--- src/rtl/dflow_replay_ctrl_if.sv ---
// Command, core-handshake and status bundle between the register block
// (master side) and the dflow replay run-control sequencer (slave side).
`timescale 1ns/1ps

interface dflow_replay_ctrl_if #(
    parameter int CNT_WIDTH = 32
);
    // register block / core -> sequencer
    logic                 init_calib_complete;
    logic                 cmd_store;
    logic                 cmd_replay;
    logic                 cmd_abort;
    logic                 tuple_in_fire;
    logic                 tuple_out_fire;
    logic                 compelete_replay;

    // sequencer -> core / register block
    logic                 sw_rst;
    logic                 start_store;
    logic                 start_replay;
    logic [2:0]           state;
    logic                 busy;
    logic                 done;
    logic [1:0]           err;
    logic [CNT_WIDTH-1:0] stored_cnt;
    logic [CNT_WIDTH-1:0] replayed_cnt;

    modport master (
        output init_calib_complete, cmd_store, cmd_replay, cmd_abort,
               tuple_in_fire, tuple_out_fire, compelete_replay,
        input  sw_rst, start_store, start_replay, state, busy, done, err,
               stored_cnt, replayed_cnt
    );

    modport slave (
        input  init_calib_complete, cmd_store, cmd_replay, cmd_abort,
               tuple_in_fire, tuple_out_fire, compelete_replay,
        output sw_rst, start_store, start_replay, state, busy, done, err,
               stored_cnt, replayed_cnt
    );
endinterface

--- src/rtl/dflow_replay_ctrl.sv ---
// Run-control sequencer for the dflow 5-tuple generator core. Turns host
// store/replay/abort pulses into the core's sw_rst/start_store/start_replay
// levels, ends a capture on idle timeout or tuple quota, waits for the
// core's replay-complete flag, and keeps status counters and sticky errors.
// Every output is driven straight from a flop.
`timescale 1ns/1ps

module dflow_replay_ctrl #(
    parameter int          SW_RST_CYCLES = 8,
    parameter int          IDLE_TIMEOUT  = 1024,
    parameter logic [31:0] MAX_STORE     = 32'hFFFF_FFFF,
    parameter int          CNT_WIDTH     = 32
) (
    input  logic               qdr_clk,
    input  logic               resetn,
    dflow_replay_ctrl_if.slave bus
);

    typedef enum logic [2:0] {
        ST_WAIT_CAL = 3'd0,
        ST_IDLE     = 3'd1,
        ST_RST      = 3'd2,
        ST_STORE    = 3'd3,
        ST_REPLAY   = 3'd4,
        ST_DONE     = 3'd5
    } state_t;

    localparam logic [7:0]           RST_LAST   = 8'(SW_RST_CYCLES - 1);
    localparam logic [31:0]          IDLE_LIMIT = 32'(IDLE_TIMEOUT);
    localparam logic [CNT_WIDTH-1:0] QUOTA      = CNT_WIDTH'(MAX_STORE);
    localparam logic [CNT_WIDTH-1:0] CNT_ZERO   = {CNT_WIDTH{1'b0}};

    // Counters stick at all-ones instead of wrapping back to zero.
    function automatic logic [CNT_WIDTH-1:0] sat_inc(input logic [CNT_WIDTH-1:0] value);
        logic [CNT_WIDTH-1:0] result;
        if (&value) begin
            result = value;
        end else begin
            result = value + {{(CNT_WIDTH-1){1'b0}}, 1'b1};
        end
        return result;
    endfunction

    // States in which the core is being driven by this sequencer.
    function automatic logic is_busy(input state_t st);
        return (st == ST_RST) || (st == ST_STORE) || (st == ST_REPLAY);
    endfunction

    state_t               state_r,        state_s;
    logic                 sw_rst_r,       sw_rst_s;
    logic                 start_store_r,  start_store_s;
    logic                 start_replay_r, start_replay_s;
    logic                 busy_r,         busy_s;
    logic                 done_r,         done_s;
    logic [1:0]           err_r,          err_s;
    logic [CNT_WIDTH-1:0] stored_cnt_r,   stored_cnt_s;
    logic [CNT_WIDTH-1:0] replayed_cnt_r, replayed_cnt_s;
    logic [31:0]          idle_cnt_r,     idle_cnt_s;
    logic [7:0]           rst_cnt_r,      rst_cnt_s;
    logic                 replay_first_r, replay_first_s;

    logic [CNT_WIDTH-1:0] stored_inc_s;
    logic [CNT_WIDTH-1:0] replayed_inc_s;
    logic [31:0]          idle_inc_s;

    // Next-state, next-counter and next-output decode; priority is
    // calibration loss, then abort, then run-ending events, then commands.
    always_comb begin
        state_s        = state_r;
        err_s          = err_r;
        stored_cnt_s   = stored_cnt_r;
        replayed_cnt_s = replayed_cnt_r;
        idle_cnt_s     = idle_cnt_r;
        rst_cnt_s      = rst_cnt_r;
        replay_first_s = 1'b0;
        stored_inc_s   = sat_inc(stored_cnt_r);
        replayed_inc_s = sat_inc(replayed_cnt_r);
        idle_inc_s     = idle_cnt_r + 32'd1;

        if (!bus.init_calib_complete && (state_r != ST_WAIT_CAL)) begin
            // Calibration lost: park everything, flag it if a run was live.
            state_s    = ST_WAIT_CAL;
            idle_cnt_s = 32'd0;
            rst_cnt_s  = 8'd0;
            if (is_busy(state_r)) begin
                err_s[1] = 1'b1;
            end else begin
                err_s[1] = err_r[1];
            end
        end else if (bus.cmd_abort && is_busy(state_r)) begin
            // Abort keeps the counters so software can see how far it got.
            state_s    = ST_IDLE;
            idle_cnt_s = 32'd0;
            rst_cnt_s  = 8'd0;
        end else begin
            case (state_r)
                ST_WAIT_CAL: begin
                    if (bus.init_calib_complete) begin
                        state_s = ST_IDLE;
                    end else begin
                        state_s = ST_WAIT_CAL;
                    end
                end

                ST_IDLE: begin
                    if (bus.cmd_abort) begin
                        state_s = ST_IDLE;
                    end else if (bus.cmd_store) begin
                        state_s      = ST_RST;
                        stored_cnt_s = CNT_ZERO;
                        err_s        = 2'b00;
                        rst_cnt_s    = 8'd0;
                        idle_cnt_s   = 32'd0;
                    end else if (bus.cmd_replay) begin
                        if (stored_cnt_r != CNT_ZERO) begin
                            state_s        = ST_REPLAY;
                            replayed_cnt_s = CNT_ZERO;
                            replay_first_s = 1'b1;
                        end else begin
                            err_s[0] = 1'b1;
                        end
                    end else begin
                        state_s = ST_IDLE;
                    end
                end

                ST_RST: begin
                    if (rst_cnt_r == RST_LAST) begin
                        state_s    = ST_STORE;
                        rst_cnt_s  = 8'd0;
                        idle_cnt_s = 32'd0;
                    end else begin
                        rst_cnt_s = rst_cnt_r + 8'd1;
                    end
                end

                ST_STORE: begin
                    if (bus.tuple_in_fire) begin
                        stored_cnt_s = stored_inc_s;
                        idle_cnt_s   = 32'd0;
                        if (stored_inc_s == QUOTA) begin
                            state_s = ST_DONE;
                        end else begin
                            state_s = ST_STORE;
                        end
                    end else if (stored_cnt_r != CNT_ZERO) begin
                        // Idle timer only arms after the first accepted tuple.
                        idle_cnt_s = idle_inc_s;
                        if (idle_inc_s == IDLE_LIMIT) begin
                            state_s    = ST_DONE;
                            idle_cnt_s = 32'd0;
                        end else begin
                            state_s = ST_STORE;
                        end
                    end else begin
                        state_s = ST_STORE;
                    end
                end

                ST_REPLAY: begin
                    if (bus.tuple_out_fire) begin
                        replayed_cnt_s = replayed_inc_s;
                    end else begin
                        replayed_cnt_s = replayed_cnt_r;
                    end
                    // The core's complete flag is stale on the first cycle.
                    if (bus.compelete_replay && !replay_first_r) begin
                        state_s = ST_DONE;
                    end else begin
                        state_s = ST_REPLAY;
                    end
                end

                ST_DONE: begin
                    state_s = ST_IDLE;
                end

                default: begin
                    state_s = ST_WAIT_CAL;
                end
            endcase
        end

        sw_rst_s       = (state_s == ST_RST);
        start_store_s  = (state_s == ST_STORE);
        start_replay_s = (state_s == ST_REPLAY);
        busy_s         = is_busy(state_s);
        done_s         = (state_s == ST_DONE);
    end

    // State, counter and output registers.
    always_ff @(posedge qdr_clk or negedge resetn) begin
        if (!resetn) begin
            state_r        <= ST_WAIT_CAL;
            sw_rst_r       <= 1'b0;
            start_store_r  <= 1'b0;
            start_replay_r <= 1'b0;
            busy_r         <= 1'b0;
            done_r         <= 1'b0;
            err_r          <= 2'b00;
            stored_cnt_r   <= CNT_ZERO;
            replayed_cnt_r <= CNT_ZERO;
            idle_cnt_r     <= 32'd0;
            rst_cnt_r      <= 8'd0;
            replay_first_r <= 1'b0;
        end else begin
            state_r        <= state_s;
            sw_rst_r       <= sw_rst_s;
            start_store_r  <= start_store_s;
            start_replay_r <= start_replay_s;
            busy_r         <= busy_s;
            done_r         <= done_s;
            err_r          <= err_s;
            stored_cnt_r   <= stored_cnt_s;
            replayed_cnt_r <= replayed_cnt_s;
            idle_cnt_r     <= idle_cnt_s;
            rst_cnt_r      <= rst_cnt_s;
            replay_first_r <= replay_first_s;
        end
    end

    assign bus.state        = state_r;
    assign bus.sw_rst       = sw_rst_r;
    assign bus.start_store  = start_store_r;
    assign bus.start_replay = start_replay_r;
    assign bus.busy         = busy_r;
    assign bus.done         = done_r;
    assign bus.err          = err_r;
    assign bus.stored_cnt   = stored_cnt_r;
    assign bus.replayed_cnt = replayed_cnt_r;

endmodule

--- src/flat_wrapper.sv ---
// flat-port wrapper written by rule: the top's interface ports become plain ports
module dflow_replay_ctrl_flat 
#(
    parameter int          SW_RST_CYCLES = 8,
    parameter int          IDLE_TIMEOUT  = 1024,
    parameter logic [31:0] MAX_STORE     = 32'hFFFF_FFFF,
    parameter int          CNT_WIDTH     = 32
)
  (qdr_clk, resetn, bus_init_calib_complete, bus_cmd_store, bus_cmd_replay, bus_cmd_abort, bus_tuple_in_fire, bus_tuple_out_fire, bus_compelete_replay, bus_sw_rst, bus_start_store, bus_start_replay, bus_state, bus_busy, bus_done, bus_err, bus_stored_cnt, bus_replayed_cnt);
  dflow_replay_ctrl_if #(.CNT_WIDTH(CNT_WIDTH)) bus_i ();
  input  logic qdr_clk;
  input  logic resetn;
  input wire logic [$bits(bus_i.init_calib_complete)-1:0] bus_init_calib_complete;
  input wire logic [$bits(bus_i.cmd_store)-1:0] bus_cmd_store;
  input wire logic [$bits(bus_i.cmd_replay)-1:0] bus_cmd_replay;
  input wire logic [$bits(bus_i.cmd_abort)-1:0] bus_cmd_abort;
  input wire logic [$bits(bus_i.tuple_in_fire)-1:0] bus_tuple_in_fire;
  input wire logic [$bits(bus_i.tuple_out_fire)-1:0] bus_tuple_out_fire;
  input wire logic [$bits(bus_i.compelete_replay)-1:0] bus_compelete_replay;
  output wire logic [$bits(bus_i.sw_rst)-1:0] bus_sw_rst;
  output wire logic [$bits(bus_i.start_store)-1:0] bus_start_store;
  output wire logic [$bits(bus_i.start_replay)-1:0] bus_start_replay;
  output wire logic [$bits(bus_i.state)-1:0] bus_state;
  output wire logic [$bits(bus_i.busy)-1:0] bus_busy;
  output wire logic [$bits(bus_i.done)-1:0] bus_done;
  output wire logic [$bits(bus_i.err)-1:0] bus_err;
  output wire logic [$bits(bus_i.stored_cnt)-1:0] bus_stored_cnt;
  output wire logic [$bits(bus_i.replayed_cnt)-1:0] bus_replayed_cnt;
  assign bus_i.init_calib_complete = bus_init_calib_complete;
  assign bus_i.cmd_store = bus_cmd_store;
  assign bus_i.cmd_replay = bus_cmd_replay;
  assign bus_i.cmd_abort = bus_cmd_abort;
  assign bus_i.tuple_in_fire = bus_tuple_in_fire;
  assign bus_i.tuple_out_fire = bus_tuple_out_fire;
  assign bus_i.compelete_replay = bus_compelete_replay;
  assign bus_sw_rst = bus_i.sw_rst;
  assign bus_start_store = bus_i.start_store;
  assign bus_start_replay = bus_i.start_replay;
  assign bus_state = bus_i.state;
  assign bus_busy = bus_i.busy;
  assign bus_done = bus_i.done;
  assign bus_err = bus_i.err;
  assign bus_stored_cnt = bus_i.stored_cnt;
  assign bus_replayed_cnt = bus_i.replayed_cnt;
  dflow_replay_ctrl #(.SW_RST_CYCLES(SW_RST_CYCLES), .IDLE_TIMEOUT(IDLE_TIMEOUT), .MAX_STORE(MAX_STORE), .CNT_WIDTH(CNT_WIDTH)) u_core (.qdr_clk(qdr_clk), .resetn(resetn), .bus(bus_i));
endmodule
--- config.mk ---
export PLATFORM = sky130hd
export DESIGN_NAME = dflow_replay_ctrl_flat
export DESIGN_NICKNAME = d
export VERILOG_FILES = /design/src/rtl/dflow_replay_ctrl_if.sv /design/src/rtl/dflow_replay_ctrl.sv /design/src/flat_wrapper.sv
export SDC_FILE = /design/constraint.sdc
export NUM_CORES = 1
export LEC_CHECK = 0
export CORE_AREA = 2 2 132 121
export DETAILED_ROUTE_END_ITERATION = 8
export DIE_AREA = 0 0 134 123
export PLACE_DENSITY = 0.72
export SYNTH_ARGS = -nofsm -noshare
export SYNTH_HDL_FRONTEND = slang
export SYNTH_SLANG_ARGS = --single-unit
--- constraint.sdc ---
create_clock -name qdr_clk -period 6.4 [get_ports qdr_clk]
set_input_delay 1.28 -clock qdr_clk [delete_from_list [all_inputs] [get_ports qdr_clk]]
set_output_delay 1.28 -clock qdr_clk [all_outputs]
set_load 0.005 [all_outputs]
==> flow_summary.json <==
{
  "status": "finished, final reports clean",
  "wire_per_inst_um": 17.4,
  "leakagePower_nw": 3.49,
  "numCtsBuffers": 17,
  "maxSlewViolCount": 0,
  "detail-route-antenna-nets": 0,
  "worst_pin_slew_ns": 1.33,
  "path_cells": "clkdlybuf4s50_1 > nand2b_1 > nor3_1 > nor2b_1 > a211oi_2 > buf_4 > nand2_1 > a21oi_4 > a41oi_1 > a31oi_1",
  "yosysUniqueCellTypes": 70,
  "coreArea_sq_mm": 0.0151,
  "clockRootBuffer": "clkbuf_16",
  "cp_slowest_stage_delay_ns": 0.96,
  "io-pin-count": 83,
  "worstPathRequired_ns": 6.74,
  "worst_setup_path_end_kind": "flop",
  "grt_pass1_wl_um": 33600,
  "critPathTopFamily": "compound AO/OA/AOI/OAI gates",
  "ctsHtreeMaxLevel": 4,
  "async_flop_share": 1.00,
  "drive_above_1_share": 0.0687,
  "rsz0062_at_grt": "false",
  "syn2layout_area_growth_pct": 19.2,
  "nNetsFinal": 978,
  "yosysWarnings": 0,
  "viasPerCell": 6.17,
  "fp.dieH_um": 123,
  "path_max_fanout": 49,
  "portBuffers": 82,
  "syn_inst": 918,
  "fin_area_sq_mm": 0.00890,
  "drt_first_pass_iters": 6,
  "gp_congestion": 0.941,
  "cts_setup_buffers": 0,
  "synth_edf_count": 0,
  "fin_total_pwr_mw": 2.21,
  "syn_avg_cell_area_sq_um": 8.14,
  "seq_area_frac_synth": 0.385,
  "cts_sinks": 115,
  "layout_commonest_cell": "dfrtp_1",
  "post-route-period-util": 0.689,
  "syn_nets": 932,
  "start_util": 0.494,
  "cts-hold-fix-buffers": 0,
  "arrival_ns": 4.75,
  "die-width_um": 134,
  "clock_skew_ns": 0.0112,
  "ys_ff_latch": 115,
  "grt-ovfl-total": 0,
  "powerDensity_mw_per_mm2": 249,
  "clk_pin_slew_ns": 0.06,
  "reg2regPathDepth": 8,
  "post-route-min-period_ns": 4.41,
  "ys.flop_type": "dfrtp_1",
  "hold_path_class": "reg2reg",
  "wirelength_um": 20500,
  "ir_worst_vdd_uv": 210,
  "drcViolationCount": 0,
  "antenna_found_initial": 0,
  "postCtsResizedCells": 0,
  "crit_slowest_cell": "a21oi_4",
  "clock_path_buffers": 2,
  "via_count": 7266,
  "cp-start-kind": "primary input",
  "rows": 43,
  "critPathBufInv": 2,
  "synth_area_sq_mm": 0.00747,
  "tns_ns": 0,
  "holdPathStages": 1,
  "dp_cells": 1147,
  "grt_max_degree": 68,
  "cts_tree": "built",
  "placed_area_sq_mm": 0.00834,
  "diodes": 0,
  "fin_cells": 1177,
  "maxCapViolCount": 0,
  "final-hold-violation-count": 0,
  "fillers": 1367,
  "insertion_delay_ns": 0.43,
  "finalSetupViolations": 0,
  "dp_hpwl_um": 14000,
  "grt_pass1_vias": 6448,
  "die_area_sq_mm": 0.0165,
  "most-common-layout-cells": "dfrtp_1, nand2_1, nor2_1, clkdlybuf4s50_1, o21ai_0",
  "path_depth": 10,
  "slew_headroom": 0.105,
  "grt_usage": 0.256,
  "max_freq_mhz": 227,
  "drtIter0Drc": 638,
  "critPathKind": "in2reg"
}
sequential cells by signal, indices dropped and copies added (netlist names):
| signal | cells |
|---|---|
| u_core.bus.err | 2 |
| u_core.idle_cnt_r | 32 |
| u_core.bus.busy | 1 |
| u_core.bus.start_store | 1 |
| u_core.bus.replayed_cnt | 32 |
| u_core.bus.sw_rst | 1 |
| u_core.rst_cnt_r | 8 |
| u_core.replay_first_r | 1 |
| u_core.bus.start_replay | 1 |
| u_core.bus.done | 1 |
| u_core.bus.state | 3 |
| u_core.bus.stored_cnt | 32 |
logic make-up after synthesis:
group | share of synthesized area
xor gates and xnor gates | 0.0551
muxes | 0.00586
and+or+nand+nor | 0.321
adders and majority gates | 0.00837
DFF | 0.385
AOI/OAI and AO/OA | 0.178
buffers and inverters | 0.0466
power breakdown:
part / internal, mW / switching, mW / total [mW]
logic: 0.174 / 0.301 / 0.475
registers: 0.761 / 0.0530 / 0.814
clock network: 0.584 / 0.341 / 0.925
total: 1.52 / 0.695 / 2.21
path summary, 6_finish.rpt:
check	from	slack (ns)	end
min in group asynchronous	resetn	0.96	u_core.bus.replayed_cnt[4]$_DFFE_PN0P_
setup / recovery	bus_cmd_abort	1.99	u_core.idle_cnt_r[3]$_DFFE_PN0P_
setup reg to reg	u_core.idle_cnt_r[3]$_DFFE_PN0P_	2.40	u_core.idle_cnt_r[3]$_DFFE_PN0P_
hold / removal	u_core.rst_cnt_r[7]$_DFFE_PN0P_	0.47	u_core.rst_cnt_r[7]$_DFFE_PN0P_
max in group asynchronous	resetn	4.24	u_core.bus.stored_cnt[1]$_DFFE_PN0P_
hold reg to reg	u_core.rst_cnt_r[7]$_DFFE_PN0P_	0.47	u_core.rst_cnt_r[7]$_DFFE_PN0P_
synth_stat cells, drive strengths merged (3+ instances only):
| cell | n | area share |
|---|---|---|
| nor4 | 21 | 0.022 |
| nor2 | 90 | 0.045 |
| mux2 | 3 | 0.0045 |
| o31ai | 13 | 0.013 |
| or4 | 15 | 0.016 |
| dfrtp | 115 | 0.39 |
| inv | 17 | 0.0085 |
| o41ai | 4 | 0.0047 |
| a311oi | 4 | 0.0047 |
| and4 | 10 | 0.012 |
| o21ai | 70 | 0.047 |
| o21a | 3 | 0.0030 |
| xnor2 | 15 | 0.018 |
| xor2 | 32 | 0.038 |
| or3 | 7 | 0.0059 |
| nand3b | 7 | 0.0070 |
| and3 | 20 | 0.017 |
| nand4 | 45 | 0.038 |
| nand2 | 113 | 0.057 |
| and2 | 8 | 0.0067 |
| a31oi | 41 | 0.034 |
| a22o | 9 | 0.011 |
| nor2b | 4 | 0.0033 |
| nor4b | 3 | 0.0035 |
| a21o | 3 | 0.0030 |
| buf | 24 | 0.018 |
| nand3 | 52 | 0.037 |
| a21oi | 32 | 0.022 |
| nand2b | 9 | 0.0075 |
| nor3 | 33 | 0.023 |
| or2 | 13 | 0.011 |
| clkbuf | 39 | 0.020 |
| a211oi | 9 | 0.0097 |
| ha | 5 | 0.0084 |
metal layers:
layer	vias to the layer above	GRT usage	share of wire
li1	3488	-	-
met1	3444	0.379	0.47
met2	291	0.357	0.42
met3	43	0.0607	0.083
met4	0	0.107	0.022
met5	-	0	0
stage by stage:
| step | utilization | setup slack [ns] | hold WS, ns |
|---|---|---|---|
| after floorplan | - | 2.88 | 0.437 |
| after global placement | 0.552 | 1.70 | 0.459 |
| after detailed placement | 0.552 | 1.58 | 0.470 |
| after CTS | 0.589 | 2.03 | 0.474 |
| after global routing | 0.589 | 1.67 | 0.484 |
| final | 0.589 | 1.99 | 0.472 |
area by class of cell:
class / count / area, sq um / share of cell area
flip-flops and latches: 115 / 2880 / 0.323
clock buffers: 20 / 457 / 0.0513
well taps: 202 / 253 / 0.0284
repair buffers: 90 / 878 / 0.0986
multi-input cells: 723 / 4270 / 0.479
inverters: 17 / 63.8 / 0.00717
clock inverters: 10 / 110 / 0.0124
No activity file was read; power rests on OpenSTA's default activity.
